**src/rtl/line_port_pkg.sv**
```systemverilog
// Shared definitions for the line_port cache-line transfer block:
// FSM state encoding, bus widths and line-length helper.
package line_port_pkg;

    localparam int BADDR_W = 24;    // cache-side byte address width
    localparam int HADDR_W = 23;    // SDRAM halfword address width
    localparam int DATA_W  = 16;    // word width on both sides

    localparam int DEFAULT_OFFSETWIDTH = 5;

    typedef enum logic [1:0] {
        IDLE     = 2'd0,
        RD_ISSUE = 2'd1,
        WR_ISSUE = 2'd2
    } state_e;

    // Number of 16-bit words in one cache line of 2**offsetwidth bytes.
    function automatic int line_words(input int offsetwidth);
        return 1 << (offsetwidth - 1);
    endfunction

    localparam int LW = line_words(DEFAULT_OFFSETWIDTH);

endpackage

```
**src/rtl/line_port_if.sv**
```systemverilog
// Bus bundles around line_port: the cache-facing port (cache is master)
// and the SDRAM command/return port (line_port is master).
interface line_cache_if;
    import line_port_pkg::*;

    logic                readreq;
    logic [BADDR_W-1:0]  rd_addr;
    logic                writereq;
    logic [BADDR_W-1:0]  wr_addr;
    logic                read;
    logic                write;
    logic [DATA_W-1:0]   data_to_ram;
    logic [DATA_W-1:0]   data_from_ram;
    logic                readready;
    logic                writeready;
    logic                busy;

    modport master (
        output readreq, rd_addr, writereq, wr_addr, read, write, data_to_ram,
        input  data_from_ram, readready, writeready, busy
    );

    modport slave (
        input  readreq, rd_addr, writereq, wr_addr, read, write, data_to_ram,
        output data_from_ram, readready, writeready, busy
    );
endinterface

interface line_mem_if;
    import line_port_pkg::*;

    logic                mem_cmd_valid;
    logic                mem_cmd_ready;
    logic                mem_cmd_we;
    logic [HADDR_W-1:0]  mem_cmd_addr;
    logic [DATA_W-1:0]   mem_wdata;
    logic                mem_rdata_valid;
    logic [DATA_W-1:0]   mem_rdata;

    modport master (
        output mem_cmd_valid, mem_cmd_we, mem_cmd_addr, mem_wdata,
        input  mem_cmd_ready, mem_rdata_valid, mem_rdata
    );

    modport slave (
        input  mem_cmd_valid, mem_cmd_we, mem_cmd_addr, mem_wdata,
        output mem_cmd_ready, mem_rdata_valid, mem_rdata
    );
endinterface

```
**src/rtl/line_fifo.sv**
```systemverilog
// Synchronous FIFO with occupancy count. Head word is visible
// combinationally; simultaneous push and pop are both honoured, including
// push while full when a pop happens in the same cycle.
module line_fifo #(
    parameter int WIDTH = 16,
    parameter int DEPTH = 16
) (
    input  logic                     clock,
    input  logic                     reset_n,
    input  logic                     push,
    input  logic [WIDTH-1:0]         din,
    input  logic                     pop,
    output logic [WIDTH-1:0]         dout,
    output logic [$clog2(DEPTH):0]   count,
    output logic                     full,
    output logic                     empty
);
    localparam int AW = $clog2(DEPTH);

    logic [WIDTH-1:0] mem_q [DEPTH];
    logic [AW-1:0]    wr_ptr_q;
    logic [AW-1:0]    rd_ptr_q;
    logic [AW:0]      count_q;
    logic             do_pop;
    logic             do_push;

    assign empty   = (count_q == '0);
    assign full    = (count_q == (AW+1)'(DEPTH));
    assign do_pop  = pop & ~empty;
    assign do_push = push & (~full | do_pop);
    assign dout    = mem_q[rd_ptr_q];
    assign count   = count_q;

    // Storage array: written on push, contents need no reset.
    always_ff @(posedge clock) begin
        if (do_push) begin
            mem_q[wr_ptr_q] <= din;
        end
    end

    // Pointers and occupancy.
    always_ff @(posedge clock or negedge reset_n) begin
        if (!reset_n) begin
            wr_ptr_q <= '0;
            rd_ptr_q <= '0;
            count_q  <= '0;
        end else begin
            if (do_push) wr_ptr_q <= wr_ptr_q + AW'(1);
            if (do_pop)  rd_ptr_q <= rd_ptr_q + AW'(1);
            case ({do_push, do_pop})
                2'b10:   count_q <= count_q + (AW+1)'(1);
                2'b01:   count_q <= count_q - (AW+1)'(1);
                default: count_q <= count_q;
            endcase
        end
    end
endmodule

```
**src/rtl/line_port.sv**
```systemverilog
// line_port: moves whole cache lines between a cache and an SDRAM
// controller. Fills land in a read FIFO, evictions drain from a write FIFO.
// Optional build macro LINE_PORT_CRITICAL_WORD_FIRST_EN: fills start at the
// requested word and wrap around the line; otherwise fills start at word 0.
module line_port
    import line_port_pkg::*;
#(
    parameter int OFFSETWIDTH = 5,
    parameter int FIFODEPTH   = 16
) (
    input  logic         clock,
    input  logic         reset_n,
    line_cache_if.slave  cache,
    line_mem_if.master   mem
);
    localparam int LINE_WORDS = line_words(OFFSETWIDTH);
    localparam int OW         = OFFSETWIDTH - 1;          // word-offset bits
    localparam int LINE_W     = BADDR_W - OFFSETWIDTH;    // line-number bits
    localparam int CW         = $clog2(FIFODEPTH) + 1;    // FIFO count width

    state_e              state_q;
    logic                rd_pend_q, wr_pend_q;
    logic [LINE_W-1:0]   rd_line_q, wr_line_q;
    logic [OW-1:0]       rd_start_q;
    logic [OW-1:0]       off_q;
    logic [OW:0]         iss_q;
    logic                cmd_valid_q, cmd_we_q;
    logic [HADDR_W-1:0]  cmd_addr_q;
    logic [CW-1:0]       out_q;
    logic                init_q;

    logic [DATA_W-1:0]   r_dout, w_dout;
    logic [CW-1:0]       r_count, w_count;
    logic                r_full, r_empty, w_full, w_empty;
    logic                r_push, r_pop, w_push, w_pop;

    logic                hs, slot_free, more, credit_ok, w_avail;
    logic                issue_rd, issue_wr, ret;
    logic [OW-1:0]       req_start;

`ifdef LINE_PORT_CRITICAL_WORD_FIRST_EN
    assign req_start = cache.rd_addr[OFFSETWIDTH-1:1];
`else
    assign req_start = '0;
`endif

    assign hs        = cmd_valid_q & mem.mem_cmd_ready;
    assign slot_free = ~cmd_valid_q | hs;
    assign more      = (iss_q < (OW+1)'(LINE_WORDS));
    // Every raised read command holds a FIFO slot until its word is popped,
    // so returns can always be pushed without back-pressure.
    assign credit_ok = (({1'b0, r_count} + {1'b0, out_q}) < (CW+1)'(FIFODEPTH));
    // The next write needs a word behind the one leaving on this handshake.
    assign w_avail   = hs ? (w_count > CW'(1)) : ~w_empty;
    assign issue_rd  = (state_q == RD_ISSUE) & slot_free & more & credit_ok;
    assign issue_wr  = (state_q == WR_ISSUE) & slot_free & more & w_avail;
    // Returns with nothing outstanding (e.g. stragglers after reset) are dropped.
    assign ret       = mem.mem_rdata_valid & (out_q != '0);

    assign r_push = ret & (~r_full | r_pop);
    assign r_pop  = cache.read & ~r_empty;
    assign w_push = cache.write & ~w_full;
    assign w_pop  = hs & cmd_we_q;

    line_fifo #(.WIDTH(DATA_W), .DEPTH(FIFODEPTH)) u_rd_fifo (
        .clock   (clock),
        .reset_n (reset_n),
        .push    (r_push),
        .din     (mem.mem_rdata),
        .pop     (r_pop),
        .dout    (r_dout),
        .count   (r_count),
        .full    (r_full),
        .empty   (r_empty)
    );

    line_fifo #(.WIDTH(DATA_W), .DEPTH(FIFODEPTH)) u_wr_fifo (
        .clock   (clock),
        .reset_n (reset_n),
        .push    (w_push),
        .din     (cache.data_to_ram),
        .pop     (w_pop),
        .dout    (w_dout),
        .count   (w_count),
        .full    (w_full),
        .empty   (w_empty)
    );

    // Request flags, burst sequencing and the registered command outputs.
    always_ff @(posedge clock or negedge reset_n) begin
        if (!reset_n) begin
            state_q     <= IDLE;
            rd_pend_q   <= 1'b0;
            wr_pend_q   <= 1'b0;
            rd_line_q   <= '0;
            wr_line_q   <= '0;
            rd_start_q  <= '0;
            off_q       <= '0;
            iss_q       <= '0;
            cmd_valid_q <= 1'b0;
            cmd_we_q    <= 1'b0;
            cmd_addr_q  <= '0;
        end else begin
            if (cache.readreq && !rd_pend_q) begin
                rd_pend_q  <= 1'b1;
                rd_line_q  <= cache.rd_addr[BADDR_W-1:OFFSETWIDTH];
                rd_start_q <= req_start;
            end
            if (cache.writereq && !wr_pend_q) begin
                wr_pend_q <= 1'b1;
                wr_line_q <= cache.wr_addr[BADDR_W-1:OFFSETWIDTH];
            end
            case (state_q)
                IDLE: begin
                    iss_q <= '0;
                    if (rd_pend_q) begin
                        state_q <= RD_ISSUE;
                        off_q   <= rd_start_q;
                    end else if (wr_pend_q) begin
                        state_q <= WR_ISSUE;
                        off_q   <= '0;
                    end
                end
                RD_ISSUE: begin
                    if (issue_rd) begin
                        cmd_valid_q <= 1'b1;
                        cmd_we_q    <= 1'b0;
                        cmd_addr_q  <= {rd_line_q, off_q};
                        off_q       <= off_q + OW'(1);
                        iss_q       <= iss_q + (OW+1)'(1);
                    end else if (hs) begin
                        cmd_valid_q <= 1'b0;
                        if (!more) begin
                            state_q   <= IDLE;
                            rd_pend_q <= 1'b0;
                        end
                    end
                end
                WR_ISSUE: begin
                    if (issue_wr) begin
                        cmd_valid_q <= 1'b1;
                        cmd_we_q    <= 1'b1;
                        cmd_addr_q  <= {wr_line_q, off_q};
                        off_q       <= off_q + OW'(1);
                        iss_q       <= iss_q + (OW+1)'(1);
                    end else if (hs) begin
                        cmd_valid_q <= 1'b0;
                        if (!more) begin
                            state_q   <= IDLE;
                            wr_pend_q <= 1'b0;
                        end
                    end
                end
                default: state_q <= IDLE;
            endcase
        end
    end

    // Reads in flight: counted when raised, released when the word returns.
    always_ff @(posedge clock or negedge reset_n) begin
        if (!reset_n) begin
            out_q <= '0;
        end else begin
            out_q <= out_q + CW'(issue_rd) - CW'(ret);
        end
    end

    // Keeps writeready low through reset and for the first cycle after it.
    always_ff @(posedge clock or negedge reset_n) begin
        if (!reset_n) begin
            init_q <= 1'b0;
        end else begin
            init_q <= 1'b1;
        end
    end

    assign cache.data_from_ram = r_empty ? '0 : r_dout;
    assign cache.readready     = ~r_empty;
    assign cache.writeready    = init_q & ~w_full;
    assign cache.busy          = rd_pend_q | wr_pend_q | (state_q != IDLE) | (out_q != '0);

    assign mem.mem_cmd_valid = cmd_valid_q;
    assign mem.mem_cmd_we    = cmd_we_q;
    assign mem.mem_cmd_addr  = cmd_addr_q;
    assign mem.mem_wdata     = (cmd_valid_q & cmd_we_q) ? w_dout : '0;
endmodule

```
**src/flat_wrapper.sv**
```systemverilog
// flat-port wrapper written by rule: the top's interface ports become plain ports
module line_port_flat import line_port_pkg::*;
#(
    parameter int OFFSETWIDTH = 5,
    parameter int FIFODEPTH   = 16
)
  (clock, reset_n, cache_readreq, cache_rd_addr, cache_writereq, cache_wr_addr, cache_read, cache_write, cache_data_to_ram, cache_data_from_ram, cache_readready, cache_writeready, cache_busy, mem_mem_cmd_valid, mem_mem_cmd_we, mem_mem_cmd_addr, mem_mem_wdata, mem_mem_cmd_ready, mem_mem_rdata_valid, mem_mem_rdata);
  line_cache_if cache_i ();
  line_mem_if mem_i ();
  input  logic clock;
  input  logic reset_n;
  input wire logic [$bits(cache_i.readreq)-1:0] cache_readreq;
  input wire logic [$bits(cache_i.rd_addr)-1:0] cache_rd_addr;
  input wire logic [$bits(cache_i.writereq)-1:0] cache_writereq;
  input wire logic [$bits(cache_i.wr_addr)-1:0] cache_wr_addr;
  input wire logic [$bits(cache_i.read)-1:0] cache_read;
  input wire logic [$bits(cache_i.write)-1:0] cache_write;
  input wire logic [$bits(cache_i.data_to_ram)-1:0] cache_data_to_ram;
  output wire logic [$bits(cache_i.data_from_ram)-1:0] cache_data_from_ram;
  output wire logic [$bits(cache_i.readready)-1:0] cache_readready;
  output wire logic [$bits(cache_i.writeready)-1:0] cache_writeready;
  output wire logic [$bits(cache_i.busy)-1:0] cache_busy;
  output wire logic [$bits(mem_i.mem_cmd_valid)-1:0] mem_mem_cmd_valid;
  output wire logic [$bits(mem_i.mem_cmd_we)-1:0] mem_mem_cmd_we;
  output wire logic [$bits(mem_i.mem_cmd_addr)-1:0] mem_mem_cmd_addr;
  output wire logic [$bits(mem_i.mem_wdata)-1:0] mem_mem_wdata;
  input wire logic [$bits(mem_i.mem_cmd_ready)-1:0] mem_mem_cmd_ready;
  input wire logic [$bits(mem_i.mem_rdata_valid)-1:0] mem_mem_rdata_valid;
  input wire logic [$bits(mem_i.mem_rdata)-1:0] mem_mem_rdata;
  assign cache_i.readreq = cache_readreq;
  assign cache_i.rd_addr = cache_rd_addr;
  assign cache_i.writereq = cache_writereq;
  assign cache_i.wr_addr = cache_wr_addr;
  assign cache_i.read = cache_read;
  assign cache_i.write = cache_write;
  assign cache_i.data_to_ram = cache_data_to_ram;
  assign cache_data_from_ram = cache_i.data_from_ram;
  assign cache_readready = cache_i.readready;
  assign cache_writeready = cache_i.writeready;
  assign cache_busy = cache_i.busy;
  assign mem_mem_cmd_valid = mem_i.mem_cmd_valid;
  assign mem_mem_cmd_we = mem_i.mem_cmd_we;
  assign mem_mem_cmd_addr = mem_i.mem_cmd_addr;
  assign mem_mem_wdata = mem_i.mem_wdata;
  assign mem_i.mem_cmd_ready = mem_mem_cmd_ready;
  assign mem_i.mem_rdata_valid = mem_mem_rdata_valid;
  assign mem_i.mem_rdata = mem_mem_rdata;
  line_port #(.OFFSETWIDTH(OFFSETWIDTH), .FIFODEPTH(FIFODEPTH)) u_core (.clock(clock), .reset_n(reset_n), .cache(cache_i), .mem(mem_i));
endmodule
```
**config.mk**
```make
export PLATFORM = sky130hd
export DESIGN_NAME = line_port_flat
export DESIGN_NICKNAME = d
export VERILOG_FILES = /design/src/rtl/line_port_pkg.sv /design/src/rtl/line_port_if.sv /design/src/rtl/line_fifo.sv /design/src/rtl/line_port.sv /design/src/flat_wrapper.sv
export SDC_FILE = /design/constraint.sdc
export NUM_CORES = 1
export LEC_CHECK = 0
export CORE_MARGIN = 1
export CORE_UTILIZATION = 54
export CTS_CLUSTER_DIAMETER = 150
export CTS_CLUSTER_SIZE = 25
export DETAILED_ROUTE_END_ITERATION = 10
export PLACE_DENSITY = 0.77
export SETUP_SLACK_MARGIN = 0.02
export SYNTH_ARGS = -nofsm -noshare
export SYNTH_HDL_FRONTEND = slang
export SYNTH_SLANG_ARGS = --single-unit
```
**constraint.sdc**
```tcl
create_clock -name clock -period 3.06 [get_ports clock]
set_input_delay 0.612 -clock clock [delete_from_list [all_inputs] [get_ports clock]]
set_output_delay 0.612 -clock clock [all_outputs]
set_load 0.05 [all_outputs]
```
After elaboration in Yosys (flattened, before gate mapping)
Memory sizes are Yosys's and may differ from the RTL's.
Cells that the tools add are included.
Word-level totals
  register bits: 108
  memory bits (writable): 512
  input bits: 88
  output and inout port bits: 60
  word-level logic and storage cells: 140
  memories: 2
Operators by class
  $add $sub $neg: 13
  order comparisons: 3
  equal/unequal tests: 13
  muxes and demuxes: 44
  bitwise gates (word level): 30
  reduce and logical (&&, ||, !) cells: 17
Memory list
  u_core.u_rd_fifo.mem_q: depth 16, bits a word 16, rd ports 1, clocked after Yosys merged registers in 0, write ports 1, line line_fifo.sv:20  | logic [WIDTH-1:0] mem_q [DEPTH];
  u_core.u_wr_fifo.mem_q: depth 16, bits a word 16, rd ports 1, clocked after Yosys merged registers in 0, write ports 1, line line_fifo.sv:20
Operators by type and width (number)
  two-way mux 23 bit: 2
  one-hot mux 23 bit (2 select lines): 1
  two-way mux 16 bit: 2
  adder 4 x 1 -> 4 bit, second input constant: 5
  two-way mux 1 bit: 20
  one-hot mux 5 bit (2 select lines): 2
  bitwise AND 1 bit: 18
  two-way mux 4 bit: 4
  adder 5 x 1 -> 5 bit, second input constant: 3
  one-hot mux 5 bit (3 select lines): 1
  two-way mux 2 bit: 6
  one-hot mux 4 bit (3 select lines): 1
  == test 5 bit, second input constant: 2
  zero test 5 bit: 2
  two-way mux 5 bit: 2
  subtractor 5 x 1 -> 5 bit, second input constant: 2
  AND reduction 3 bit: 3
  nonzero test 2 bit: 4
  OR 1 bit: 7
  adder 5 x 5 -> 6 bit: 1
  == test 2 x 1 -> 1 bit, second input constant: 3
  == test 2 bit, second input constant: 3
  < comparator 6 x 5 -> 1 bit, second input constant: 1
  one-hot mux 2 bit (3 select lines): 1
  15 further kinds: 24

Depth between registers and ports, before layout
  depth after elaboration: 8
  gate-level depth with buffers: 15
  gate-level depth less buffers: 15

Modules after synthesis
From an unflattened synthesis, not the netlist that was laid out.
Second synthesis, totals
  cells, all modules: 1324
  area, all modules: 25020.2 µm²
By module, submodules not included
  line_fifo (u_core.u_rd_fifo): times used 1, cells each 495, area an instance 10536.4 µm², sequential area each 8012.7 µm²
  line_fifo (u_core.u_wr_fifo): times used 1, cells each 496, area an instance 10508.8 µm², sequential area each 8012.7 µm²
  line_port: times used 1, cells each 333, area an instance 3975.1 µm², sequential area each 2052.0 µm²

Least setup slack after synthesis
Ideal clock, no wire load.
  path kind: register to register
  start point: register u_core.u_wr_fifo.count_q[0], in the netlist u_core.u_wr_fifo.count[0]
  end point: memory u_core.u_wr_fifo.mem_q[1][0] (enable)
  setup time: 0.430 ns
  arrival: 2.823 ns
  data required time: 2.630 ns
  setup slack: -0.194 ns
  stages on the path, launching flop included: 8
  buffers on the path: 1
  clock period less this slack: 3.254 ns
  cells stage by stage: dfrtp_1 inv_1 ha_1 nand3_1 and2_1 clkbuf_1 inv_1 nor4_1
On the way
  cells in the longest elaborated chain, start to end: 7
  elaborated cells between the ends (all ways): 10
  those cells by class: eq/ne: 1; mux: 2; bitwise: 6; reduce/logical: 1
RTL lines
  start: declaration: line line_fifo.sv:23  | logic [AW:0] count_q;
  start signal: assignment: line line_fifo.sv:51  | 2'b10: count_q <= count_q + (AW+1)'(1);
  start signal: assignment: line line_fifo.sv:52  | 2'b01: count_q <= count_q - (AW+1)'(1);
  start signal: assignment: line line_fifo.sv:53  | default: count_q <= count_q;
  zero test 5 bit: line line_fifo.sv:27  | assign empty = (count_q == '0);
  NOT 1 bit: line line_fifo.sv:29  | assign do_pop = pop & ~empty;
  bitwise AND 1 bit: line line_fifo.sv:29
  OR 1 bit: line line_fifo.sv:30  | assign do_push = push & (~full | do_pop);
  bitwise AND 1 bit *: line line_fifo.sv:30
  two-way mux 1 bit *: line line_fifo.sv:36  | if (do_push) begin
  two-way mux 1 bit (implied by the code) *: line line_fifo.sv:37  | mem_q[wr_ptr_q] <= din;
  end: declaration: line line_fifo.sv:20
Mark *: on every way between the ends. The rest lies on a longest branch, timed or not.

Final worst setup path
  start point: register u_core.u_rd_fifo.rd_ptr_q[0]
  end point: output cache_data_from_ram[8]
On the way
  cells in the longest elaborated chain, start to end: 2
RTL lines
  start: declaration: line line_fifo.sv:22  | logic [AW-1:0] rd_ptr_q;
  start signal: assignment: line line_fifo.sv:49  | if (do_pop) rd_ptr_q <= rd_ptr_q + AW'(1);
  memory read (16 x 16 bit)
  two-way mux 16 bit: line line_port.sv:177  | assign cache.data_from_ram = r_empty ? '0 : r_dout;
  end: declaration: line flat_wrapper.sv:19  | output wire logic [$bits(cache_i.data_from_ram)-1:0] cache_data_from_ram;
Every way passes these cells.

==> flow_summary.yaml <==
timing:
  slew_viol_final: 0
  fin_crit_ps: 3360
  timing.slew.headroom_pct: 62.1
  grt_setup_unrepaired: "true"
  worst_slack_ps: -304
  worst_pin_slew_ps: 567
  hold_violations: 0
  finalClockSkew_ps: 23.6
  tns_ps: -8120
  finalCritPeriodShare_pct: 110
  setup_viol: 32
  max_freq_mhz: 297
pwr:
  clockPowerShare_pct: 16.5
  internal-power_mw: 17.4
  comb_power_share_pct: 41.4
  leakagePower_nw: 9.95
  power.share.switching_pct: 32.8
  power_density_mw_per_mm2: 892
  seqPwrFrac_pct: 42.2
  vdd_drop_max_mv: 0.883
  p_sw_mw: 8.51
outcome:
  violations: "negative setup slack"
  status: "finished with violations"
final_layout:
  antenna_cells: 0
  areaGrowthSynthToFinish_pct: 16.5
  drive_gt1_share_pct: 29.8
  layout.nets: 1554
  design_area_mm2: 0.0291
global_routing:
  grtUsageTotal_pct: 22.2
  grt_overflow: 0
  grt_start_max_net_pins: 53
  grt_pass1_wl_um: 77800
  antenna_found_initial: 0
  grt_pass1_vias: 12700
cts:
  path_clk_slew_ps: 100
  cts.sinks: 620
  cts.path.max_buffers: 3
  root_buffer: "clkbuf_16"
  cts_tree: "built"
  insertion_delay_ps: 600
  htree_levels: 1
  cts_buffers: 28
detailed_routing:
  vias: 12300
  wirelength_um: 51200
  drc: 0
  avgRoutedWirePerCell_um: 25.0
  antenna_left: 0
  via_per_inst: 5.98
  dr.first_iter.drc_count: 1142
  first_pass_iters: 5
placement:
  placed_cell_area_mm2: 0.0277
  routabilityCongestion: 0.756
  pre_cts_slack_ps: 97.3
  io_buffers: 137
  hpwl_um: 30500
floorplan:
  die_h_um: 217
  rows: 78
  io_pins: 148
  initial_core_util_pct: 54.9
  core_area_mm2: 0.0455
  die_x_um: 217
  dieArea_mm2: 0.0471
critical_path:
  arrival_ps: 2750
  critPathLaunchType: "flip-flop"
  worstSetupPathType: "flip-flop to output pin"
  cp_max_fo: 8
  required_ps: 2450
  end_kind: "output pin"
yosys:
  syn-num-nets: 1344
  syn_inst: 1220
  async_reset_ff_share_pct: 17.4
  synthFlopType: "edfxtp_1"
  synth_top_family_by_area: "multiplexers"
  syn_area_mm2: 0.0250
  synth_compound_area_share_pct: 1.37
  ys_seq_area_share_pct: 72.4
  ys_ff_latch: 620
  synth-simple-area-share_pct: 3.54
  synthDistinctLibCells: 53
  synthAdderAreaFrac_pct: 1.83
  synthXorXnorAreaFrac_pct: 0.947
  syn_area_per_cell_um2: 20.5
  synth_edf_count: 512
  synth.area.mux_share_pct: 18.3
  yosysWarnings: 0
flow_run:
  cap_violations: 0
hold_path:
  hold_path.class: "flip-flop to flip-flop"
## power by group through the flow
| stage | Combinational (mW) | Clock (mW) | Sequential, mW |
|---|---|---|---|
| final | 10.7 | 4.27 | 10.9 |
| after floorplan | 6.58 | 0 | 11.3 |
| after global placement | 9.55 | 0 | 11.2 |
| after detailed placement | 9.73 | 0 | 11.2 |
| after global routing | 11.4 | 4.64 | 11.1 |
| after CTS | 10.7 | 4.35 | 10.9 |
## synth_stat cells (3+ instances only)
library cell / number / area share, %
a21oi_1: 12 / 0.24
nor2b_1: 39 / 0.98
nor2_1: 19 / 0.29
o31ai_1: 4 / 0.12
nand4_1: 6 / 0.15
mux2_2: 75 / 3.4
nand3_1: 8 / 0.16
buf_2: 18 / 0.36
nor3_1: 5 / 0.10
nor3b_1: 7 / 0.21
buf_4: 12 / 0.36
xnor2_1: 16 / 0.56
a31oi_1: 3 / 0.075
o21ai_0: 12 / 0.24
o211ai_1: 4 / 0.12
nand2b_1: 3 / 0.075
clkbuf_1: 24 / 0.36
and2_1: 26 / 0.65
xor2_1: 11 / 0.39
mux4_2: 160 / 14
ha_1: 35 / 1.8
nand2_1: 18 / 0.27
mux2_1: 10 / 0.45
dfrtp_1: 108 / 11
nor4_1: 6 / 0.15
nand4b_1: 3 / 0.11
inv_1: 31 / 0.47
edfxtp_1: 512 / 62
## path summary, 6_finish.rpt
kind	startpoint	end	slack (ps)	cells after the start
setup / recovery	u_core.u_rd_fifo.rd_ptr_q[0]	cache_data_from_ram[8]	-300	6
setup reg to reg	u_core.out_q[2]	u_core.out_q[4]	290	15
max in group asynchronous	reset_n	u_core.mem.mem_cmd_addr[6]	1850	3
hold reg to reg	u_core.mem.mem_cmd_addr[19]	u_core.mem.mem_cmd_addr[19]	490	1
min in group asynchronous	reset_n	u_core.wr_line_q[16]	530	2
hold / removal	u_core.mem.mem_cmd_addr[19]	u_core.mem.mem_cmd_addr[19]	490	1
## per-stage QoR
step | cells | total power, mW | hold WS [ps] | utilization [%]
2_1_floorplan | 1220 | 17.9 | 316 | -
3_3_place_gp | 1982 | 20.7 | 471 | 60.8
3_5_place_dp | 1982 | 21.0 | 474 | 60.8
4_1_cts | 2050 | 26.0 | 497 | 63.6
5_1_grt | 2052 | 27.1 | 526 | 63.9
6_report | 2052 | 26.0 | 493 | 63.9
## final cells by class
cell class,count,area [µm²]
clock buffers,51,808
repair buffers,236,2680
multi-input cells,513,6640
inverters,31,116
fillers,3049,16400
well taps,600,751
flip-flops and latches,620,18100
clock inverters,1,6.26
## placed cells by master (no fill, tap or decap), types with 26 or more instances in the layout
| cell type | synthesis | routed |
|---|---|---|
| clkbuf_16 | 0 | 31 |
| mux4_2 | 160 | 160 |
| clkdlybuf4s50_1 | 0 | 101 |
| dfrtp_1 | 108 | 104 |
| and2_1 | 26 | 26 |
| ha_1 | 35 | 35 |
| edfxtp_1 | 512 | 512 |
| mux2_2 | 75 | 75 |
| inv_1 | 31 | 31 |
| buf_6 | 0 | 35 |
| buf_4 | 12 | 59 |
## timing repair
item                                    4_1_cts  5_1_grt
endpoints found under the setup margin       34       33
buffers inserted                             11        0
hold buffers                                  1        0
resized for setup                            65       24
cloned                                        4        2
endpoints found under the hold margin        40        0
## critical path: stages (launching register included)
cell	delay, ps
dfrtp_4	450
buf_12	180
buf_16	160
mux4_2	530
mux4_2	520
nor2b_4	150
buf_6	150
## cells by family (layout without fill, tap and decap cells)
group                      Yosys count  in the layout
xor gates and xnor gates            27             27
AOI/OAI and AO/OA                   52             52
adders and majority gates           36             36
buffers and inverters               87            319
DFF                                620            620
other                                1              1
and+or+nand+nor                    151            151
muxes                              246            246
## layer usage
metal  track usage, %  vias to the layer above  part of all wire, %  wire (µm)
li1                 -                     5315                    -          -
met1             30.2                     6487                   40      20400
met2             38.2                      403                   53      26900
met3             3.16                       60                  5.7       2910
met4             5.28                        0                  1.9        993
met5                0                        -                    0          0
## flip-flops by register name, indices dropped and copies added, names as in the netlist, 4 cells and up
signal	flops
u_core.iss_q	5
u_core.mem.mem_cmd_addr	23
u_core.off_q	4
u_core.out_q	5
u_core.rd_line_q	19
u_core.u_rd_fifo.count	5
u_core.u_rd_fifo.mem_q	256
u_core.u_rd_fifo.rd_ptr_q	4
u_core.u_rd_fifo.wr_ptr_q	4
u_core.u_wr_fifo.count	5
u_core.u_wr_fifo.mem_q	256
u_core.u_wr_fifo.rd_ptr_q	4
u_core.u_wr_fifo.wr_ptr_q	4
u_core.wr_line_q	19
(Power assumes the default switching activity.)
